--- config.mk ---
export PLATFORM = sky130hd
export DESIGN_NAME = instr_fetch
export DESIGN_NICKNAME = d
export VERILOG_FILES = /design/src/rtl/riscv_pkg.sv /design/src/rtl/instr_mem.sv /design/src/rtl/instr_fetch.sv
export SDC_FILE = /design/constraint.sdc
export NUM_CORES = 2
export LEC_CHECK = 0
export BUFFER_PORTS_ARGS = -buffer_cell sky130_fd_sc_hd__buf_2
export CAP_MARGIN = 20
export CORE_ASPECT_RATIO = 0.75
export CORE_MARGIN = 1
export CORE_UTILIZATION = 35
export CTS_CLUSTER_DIAMETER = 60
export CTS_CLUSTER_SIZE = 10
export DETAILED_ROUTE_END_ITERATION = 12
export SETUP_SLACK_MARGIN = 0.2
export SLEW_MARGIN = 20
export SYNTH_ARGS = -nofsm -noshare
export SYNTH_HDL_FRONTEND = slang
export SYNTH_SLANG_ARGS = --single-unit
export TNS_END_PERCENT = 20
--- constraint.sdc ---
create_clock -name clk -period 3.1 [get_ports clk]
set_input_delay 0.155 -clock clk [delete_from_list [all_inputs] [get_ports clk]]
set_output_delay 0.155 -clock clk [all_outputs]
set_load 0.005 [all_outputs]
--- src/rtl/riscv_pkg.sv ---
// Shared fetch-stage types and constants.
package riscv_pkg;

  localparam int unsigned INSTR_W = 32;
  localparam logic [INSTR_W-1:0] NOP_INSTR = 32'h0000_0013;

  typedef enum logic [1:0] {
    StIdle,
    StFetch,
    StHalt
  } fetch_state_e;

endpackage

--- src/rtl/instr_mem.sv ---
// Instruction memory: synchronous write port, asynchronous read port, no reset.
module instr_mem
  import riscv_pkg::*;
#(
  parameter int unsigned Depth = 64,
  parameter int unsigned AddrW = $clog2(Depth)
) (
  input  logic               clk_i,
  input  logic               wr_en_i,
  input  logic [AddrW-1:0]   wr_addr_i,
  input  logic [INSTR_W-1:0] wr_data_i,
  input  logic [AddrW-1:0]   rd_addr_i,
  output logic [INSTR_W-1:0] rd_data_o
);

  logic [INSTR_W-1:0] mem_q [Depth];

  always_ff @(posedge clk_i) begin
    if (wr_en_i) begin
      mem_q[wr_addr_i] <= wr_data_i;
    end
  end

  assign rd_data_o = mem_q[rd_addr_i];

endmodule

--- src/rtl/instr_fetch.sv ---
// Instruction-fetch stage: PC, load/run/halt FSM and registered instruction output.
// Optional macro HALT_ON_ZERO_EN: an all-zero fetched word halts instead of issuing.
module instr_fetch
  import riscv_pkg::*;
#(
  parameter int unsigned IMEM_DEPTH = 64,
  parameter logic [31:0] RESET_PC   = 32'h0000_0000
) (
  input  logic                          clk,
  input  logic                          rst_n,
  input  logic                          imem_wr_en,
  input  logic [$clog2(IMEM_DEPTH)-1:0] imem_wr_addr,
  input  logic [31:0]                   imem_wr_data,
  input  logic                          start,
  input  logic                          stall,
  input  logic                          redirect_en,
  input  logic [31:0]                   redirect_pc,
  output logic [31:0]                   instruction,
  output logic [31:0]                   pc_out,
  output logic                          instr_valid,
  output logic                          halted,
  output logic                          fetch_err
);

  localparam int unsigned AW       = $clog2(IMEM_DEPTH);
  localparam logic [31:0] MemBytes = 32'(IMEM_DEPTH) << 2;
  localparam logic [AW-1:0] LastIdx = AW'(IMEM_DEPTH - 1);

  fetch_state_e state_q, state_d;
  logic [31:0]  pc_q, pc_d;
  logic [31:0]  instr_q, instr_d;
  logic [31:0]  pc_out_q, pc_out_d;
  logic         valid_q, valid_d;
  logic         err_q, err_d;

  logic [31:0]  rd_data;
  logic         pc_in_range;
  logic         last_word;
  logic         zero_stop;

  instr_mem #(
    .Depth (IMEM_DEPTH)
  ) u_instr_mem (
    .clk_i     (clk),
    .wr_en_i   (imem_wr_en && (state_q != StFetch)),
    .wr_addr_i (imem_wr_addr),
    .wr_data_i (imem_wr_data),
    .rd_addr_i (pc_q[AW+1:2]),
    .rd_data_o (rd_data)
  );

  assign pc_in_range = (pc_q < MemBytes);
  assign last_word   = (pc_q[AW+1:2] == LastIdx);

`ifdef HALT_ON_ZERO_EN
  assign zero_stop = (rd_data == '0);
`else
  assign zero_stop = 1'b0;
`endif

  always_comb begin
    state_d  = state_q;
    pc_d     = pc_q;
    instr_d  = instr_q;
    pc_out_d = pc_out_q;
    valid_d  = valid_q;
    err_d    = err_q;
    unique case (state_q)
      StIdle: begin
        if (start) begin
          state_d = StFetch;
          pc_d    = RESET_PC;
        end
      end
      StFetch: begin
        if (redirect_en) begin
          instr_d = NOP_INSTR;
          valid_d = 1'b0;
          pc_d    = redirect_pc;
          if (redirect_pc[1:0] != 2'b00) begin
            state_d = StHalt;
            err_d   = 1'b1;
          end
        end else if (!stall) begin
          if (!pc_in_range) begin
            state_d = StHalt;
            err_d   = 1'b1;
            valid_d = 1'b0;
            instr_d = NOP_INSTR;
          end else if (zero_stop) begin
            state_d = StHalt;
            valid_d = 1'b0;
            instr_d = NOP_INSTR;
          end else begin
            instr_d  = rd_data;
            pc_out_d = pc_q;
            valid_d  = 1'b1;
            pc_d     = pc_q + 32'd4;
            // No wrap: the last word issues and the FSM halts on the same edge.
            if (last_word) begin
              state_d = StHalt;
            end
          end
        end
      end
      StHalt: begin
        instr_d = NOP_INSTR;
        valid_d = 1'b0;
        if (start) begin
          state_d = StFetch;
          pc_d    = RESET_PC;
          err_d   = 1'b0;
        end
      end
      default: state_d = StIdle;
    endcase
  end

  always_ff @(posedge clk or negedge rst_n) begin
    if (!rst_n) begin
      state_q  <= StIdle;
      pc_q     <= RESET_PC;
      instr_q  <= NOP_INSTR;
      pc_out_q <= 32'h0;
      valid_q  <= 1'b0;
      err_q    <= 1'b0;
    end else begin
      state_q  <= state_d;
      pc_q     <= pc_d;
      instr_q  <= instr_d;
      pc_out_q <= pc_out_d;
      valid_q  <= valid_d;
      err_q    <= err_d;
    end
  end

  assign instruction = instr_q;
  assign pc_out      = pc_out_q;
  assign instr_valid = valid_q;
  assign halted      = (state_q == StHalt);
  assign fetch_err   = err_q;

endmodule

* After elaboration in Yosys (flattened, before gate mapping)
Memories as Yosys holds them, arrays and structs flattened.
Index checks and enable logic that the tools add are counted.
** Word-level totals
- Register bits :: 100
- Memory bits (writable) :: 2048
- Bits of input ports :: 76
- Output and inout bits :: 67
- Memories :: 1
** Memory list
- u_instr_mem.mem_q :: words 64, width 32, rd ports 1, clocked after Yosys merged registers in 0, wr ports 1, line instr_mem.sv:16 : logic [INSTR_W-1:0] mem_q [Depth];
** Cells by class
- Add/sub/neg operators :: 1
- Order comparisons :: 1
- Eq/ne operators :: 11
- Mux-type cells :: 28
- Bitwise gates (word level) :: 2
- Reduce and logical (&&, ||, !) cells :: 11
** Operators with widths (number)
- 32-bit two-way mux :: 7
- 32-bit case mux with 2 select lines :: 2
- 32-bit by 3-bit adder with 32-bit output, second input constant :: 1
- 32-bit by 9-bit < comparator with 1-bit output, second input constant :: 1
- 2-bit two-way mux :: 6
- 3-bit inequality test, second input constant :: 4
- 4-bit AND reduction :: 3
- 1-bit two-way mux :: 10
- 6-bit == test, second input constant :: 1
- 2-bit nonzero test :: 3
- 5-bit AND reduction :: 1
- 2-bit by 1-bit inequality test with 1-bit output, second input constant :: 2
- 4-bit inequality test, second input constant :: 1
- 1-bit case mux with 2 select lines :: 2
- 2-bit case mux with 2 select lines :: 1
- 2-bit by 1-bit == test with 1-bit output, second input constant :: 1
- 2-bit == test, second input constant :: 1
- 2-bit logical NOT :: 1
- 2-bit inequality test, second input constant :: 1
- 1-bit inverter :: 2
- 2-bit AND reduction :: 1
- 2-bit OR reduction :: 1
- 1-bit logical AND :: 1

* Longest topological paths before layout
- Depth after elaboration :: 6
- Depth in mapped cells :: 11

* By module
Synthesis repeated with hierarchy kept, for this count alone.
** Unflattened totals
- Cell total of the unflattened synthesis :: 3643
- Area, all modules :: 82033.7 µm²
** Modules (own cells, without submodules)
- instr_mem :: times used 1, cells each 3292, area each 77874.7 µm², seq. area each 61499.0 µm²
- instr_fetch :: times used 1, cells each 351, area each 4159.0 µm², seq. area each 2506.2 µm²

* Worst setup path after synthesis
OpenSTA, ideal clock, no wires.
- Path type :: register to register
- From :: register state_q[1]
- To :: memory u_instr_mem.mem_q[59][0] (enable)
- Arrival time :: 2692 ps
- Data required time :: 2679 ps
- Path slack :: -14 ps
- Stages on the path, launching flop included :: 7
- Path through :: dfrtp_1 > nand2b_1 > clkbuf_1 > nand2_1 > nor2_1 > nand3_1 > nor2_1
** On the way
- Cells in the longest elaborated chain, start to end :: 4
** RTL lines
- start: declaration :: line instr_fetch.sv:29 : fetch_state_e state_q, state_d;
- start signal: assignment :: line instr_fetch.sv:121 : state_q <= StIdle;
- start signal: assignment :: line instr_fetch.sv:128 : state_q <= state_d;
- 2-bit by 1-bit inequality test with 1-bit output :: line instr_fetch.sv:45 : .wr_en_i (imem_wr_en && (state_q != StFetch)),
- 1-bit logical AND :: line instr_fetch.sv:45
- 1-bit two-way mux :: line instr_mem.sv:19 : if (wr_en_i) begin
- 1-bit two-way mux (implied by the code) :: line instr_mem.sv:20 : mem_q[wr_addr_i] <= wr_data_i;
- end: declaration :: line instr_mem.sv:16
Every way passes these cells.

* Worst setup path after layout
- From :: register pc_q[2]
- To :: register instr_q[23], in the netlist instruction[23]
** On the way
- Cells in the longest elaborated chain, start to end :: 5
- Elaborated cells on any way between the ends :: 6
** RTL lines
- start: declaration :: line instr_fetch.sv:30 : logic [31:0] pc_q, pc_d;
- start signal: assignment :: line instr_fetch.sv:129 : pc_q <= pc_d;
- 32-bit by 9-bit < comparator with 1-bit output / memory read 64 x 32 bit (equally long branches)
- 32-bit two-way mux * :: line instr_fetch.sv:85 : if (!pc_in_range) begin
- 32-bit two-way mux * :: line instr_fetch.sv:84 : end else if (!stall) begin
- 32-bit two-way mux * :: line instr_fetch.sv:76 : if (redirect_en) begin
- 32-bit case mux with 2 select lines * :: line instr_fetch.sv:68 : unique case (state_q)
- end signal: assignment :: line instr_fetch.sv:130 : instr_q <= instr_d;
- end: declaration :: line instr_fetch.sv:31 : logic [31:0] instr_q, instr_d;
Mark *: on every way between the ends. The rest lies on a longest branch, timed or not. The select of a mux whose other input is x is not followed.
A chain may end at the register's enable or synchronous reset.

==> impl_results.md <==
* Synth async-reset ratio at 4.66%
* Vias per cell at 5.64
* Static leakage at 30.8 nW
* M1 GR Usage at 30.2%
* Busiest layer in global routing: met1
* Combinational share of power at 24.2%
* Top-level port count at 143
* Slowest CP cell: mux4_2
* Die Width at 563 um
* Met2 usage at 29.3%
* Fraction of layout cells with a size suffix above 1 at 27.8%
* Clock network fraction of total power at 33.4%
* Total Wirelength at 240 mm
* Max VDD drop at 0.599 mV
* Worst-margin pin slew at 1.09 ns
* Max Slew Vio Count at 0
* Syn nets at 3992
* Final period util at 93.7%
* Largest net degree at the start of global routing at 73
* GPL Wtd Cong at 0.814
* Setup slack after layout at 0.195 ns
* Worst slew margin at 27.3%
* Kind of critical path: reg -> reg
* Number of synthesized flops with an enable pin at 2048
* Routed Antenna Nets at 0
* DR DRC count at 0
* Startpoint types: register
* Total of max-cap violations at 0
* Seq/Total Area, Yosys at 77.5%
* Final Hold Fails at 0
* Outcome: finished, final reports clean
* HP Start: imem_wr_data[6]
* Crit path buf inv count at 2
* Seq cells post-synth at 2148
* Post-Synthesis Cell Area at 82600 um2
* Sequential fraction of design power at 42.4%
* # rows at 154
* Critical register-to-register path startpoint: pc_q[2]
* Synth Warn # at 0
* Crit path depth at 7
* I/O Buffers at 142
* Worst-Skew Late Latency at 0.88 ns
* FF-to-FF path depth at 7
* Critical Path RT at 3.85 ns
* Routed WL per cell at 30.8 um
* Vias in the first global route at 43000
* Crit path max fanout at 23
* CTS buffer count at 241
* Vias at 44000
* Hold WC Path Type: in -> reg
* Total Power at 76.8 mW
* Clk_skew at 0.0434 ns
* Initial antenna violation count at 19
* Crit path from: pc_q[2]
* Initial Util at 35.2%
* Psw at 22.1 mW
* Critical Path, Cell by Cell: buf_12 -> buf_4 -> mux4_2 -> nand2_1 -> and3_1 -> o2111ai_1 -> a32o_1
* Sw frac at 28.8%
* Global-route wire length before repair at 334 mm
* Die ar. at 238000 um2
* Core area at 235000 um2
* Reg clk slew, reported paths at 0.06 ns
* Initial DRC Count at 6152
* Power density cells at 785 nW/um2
* Syn Area/Cell at 21.1 um2
* Nets at 4557
* P&R area growth vs syn at 18.4%
* Post-DP HPWL at 141 mm
* WHS at 0.0439 ns
* CP top delay family: buffers and inverters
* Internal Power at 54.7 mW
* Final min period at 2.90 ns
* CTS tree: built
* GRT Util Overall at 19.9%
* Max incr delay on CP at 0.58 ns
* Synth Flop Type: edfxtp_1
* Arrival time at the worst endpoint at 3.65 ns
* Cells after Synth at 3915
* Total congestion overflow at 0
* H-tree depth at 4
* GR Util met3 at 4.32%
* Final Setup Violations at 0
* Chip height at 423 um
* Hold path depth at 1
* Distinct cells, synth at 68
* Clock Sink Count at 2148
* Setup repair after global routing missed its margin: yes
* Clk buf depth at 4
* Crit end category: register
* Max Fclk at 344 MHz
* DR pass1 iterations at 7
* Post-place setup slack at -0.420 ns
* Root Driver: clkbuf_16
[state kept, by name (all words and copies together) (netlist names)]
name,cells
instr_valid,1
pc_out,32
state_q,2
pc_q,32
fetch_err,1
instruction,32
u_instr_mem.mem_q,2048
[cells in the mapped netlist (all sizes together), types with 6 or more instances]
master / number / area [um2]
a22oi: 35 / 263
nand3b: 6 / 45.0
a22o: 31 / 272
o21ai: 59 / 295
mux2: 42 / 473
o211ai: 13 / 97.6
o22ai: 78 / 488
dfrtp: 97 / 2430
a31oi: 17 / 106
clkbuf: 75 / 282
nor3: 15 / 85.1
nand2: 205 / 769
o221ai: 8 / 70.1
and3: 11 / 68.8
a211oi: 35 / 268
o31ai: 7 / 52.6
mux2i: 156 / 1560
o2111ai: 6 / 52.6
nand2b: 13 / 81.3
nor2b: 40 / 250
a21oi: 26 / 130
nand3: 55 / 275
mux4: 454 / 10200
inv: 6 / 22.5
a32oi: 10 / 87.6
nor4: 19 / 119
buf: 143 / 1030
a2111oi: 6 / 52.6
nand4: 15 / 93.8
nor2: 121 / 454
edfxtp: 2048 / 61500
[what timing repair did]
action	4_1_cts	5_1_grt
pin swaps	0	2
buffers inserted	2	1
setup endpoints to repair	6	13
cloned	0	1
hold endpoints to repair	280	1375
resized for setup	4	4
hold buffers	59	22
[cell usage in the layout (no fill, tap or decap), types with 42 or more instances in the layout]
| master | synthesis | routed |
|---|---|---|
| buf_12 | 1 | 86 |
| buf_2 | 57 | 120 |
| buf_4 | 33 | 246 |
| clkbuf_1 | 75 | 179 |
| clkbuf_16 | 0 | 242 |
| dfrtp_1 | 97 | 91 |
| dlygate4sd3_1 | 0 | 80 |
| edfxtp_1 | 2048 | 2048 |
| mux2_2 | 42 | 42 |
| mux2i_1 | 156 | 156 |
| mux4_2 | 454 | 454 |
| nand2_1 | 205 | 205 |
| nand3_1 | 55 | 55 |
| nor2_1 | 121 | 57 |
| nor2_4 | 0 | 64 |
| o21ai_0 | 51 | 51 |
| o22ai_1 | 78 | 78 |
[worst paths after layout]
kind	endpoint	slack, ns
min in group asynchronous	instruction[1]	0.52
max in group asynchronous	pc_q[6]	2.09
min	u_instr_mem.mem_q[61][6]	0.04
max reg2reg	instruction[23]	0.20
min reg2reg	pc_out[7]	0.46
max	instruction[23]	0.20
[power groups by stage]
stage	Combinational, mW	Clock, mW	Sequential, mW
finish	18.6	25.6	32.6
global route	19.4	27.2	32.6
CTS	18.3	26.0	32.6
detailed placement	17.9	0	33.2
global placement	17.9	0	33.2
floorplan	11.2	0	32.9
[per-layer routing]
layer | up-vias | part of all wire (%) | wire, um
li1 | 17500 | - | -
met1 | 23700 | 44 | 105000
met2 | 2453 | 44 | 106000
met3 | 315 | 10 | 24800
met4 | 14 | 2.1 | 5110
met5 | - | 0.039 | 93
[through the flow]
stage	area (um2)	utilization, %	instances	setup TNS (ns)
3_5_place_dp	89800	38.3	7270	-0.869
2_1_floorplan	82600	-	3915	-3.52
5_1_grt	97800	41.7	7789	0
6_report	97800	41.7	7793	0
4_1_cts	97400	41.5	7760	0
3_3_place_gp	89800	38.3	7269	-0.840
[final cells by class]
class	count	area, um2
sequential	2148	64000
inverter	8	31.3
timing repair buffer	540	5170
fill	20500	137000
antenna	7	17.5
tap	3120	3900
multi-input combinational	1541	17800
clock inverter	9	180
clock buffer	420	6700
[kinds of logic after synthesis]
logic type	Yosys count	share of synthesized area, %
multiplexers	652	14.8
AND/OR/NAND/NOR	522	2.92
buffers and inverters	226	1.62
AO/OA/AOI/OAI	366	3.10
flip-flops	2148	77.5
adder cells (fa/ha/maj)	1	0.0151
[worst reg2reg max path, delay by kind of cell, from the launching register on]
kind | cells | cell delay [ns]
flip-flops | 1 | 0.48
buffers and inverters | 2 | 0.81
multiplexers | 1 | 0.60
AND/OR/NAND/NOR | 2 | 0.30
AO/OA/AOI/OAI | 2 | 0.62
(Power assumes the default switching activity.)
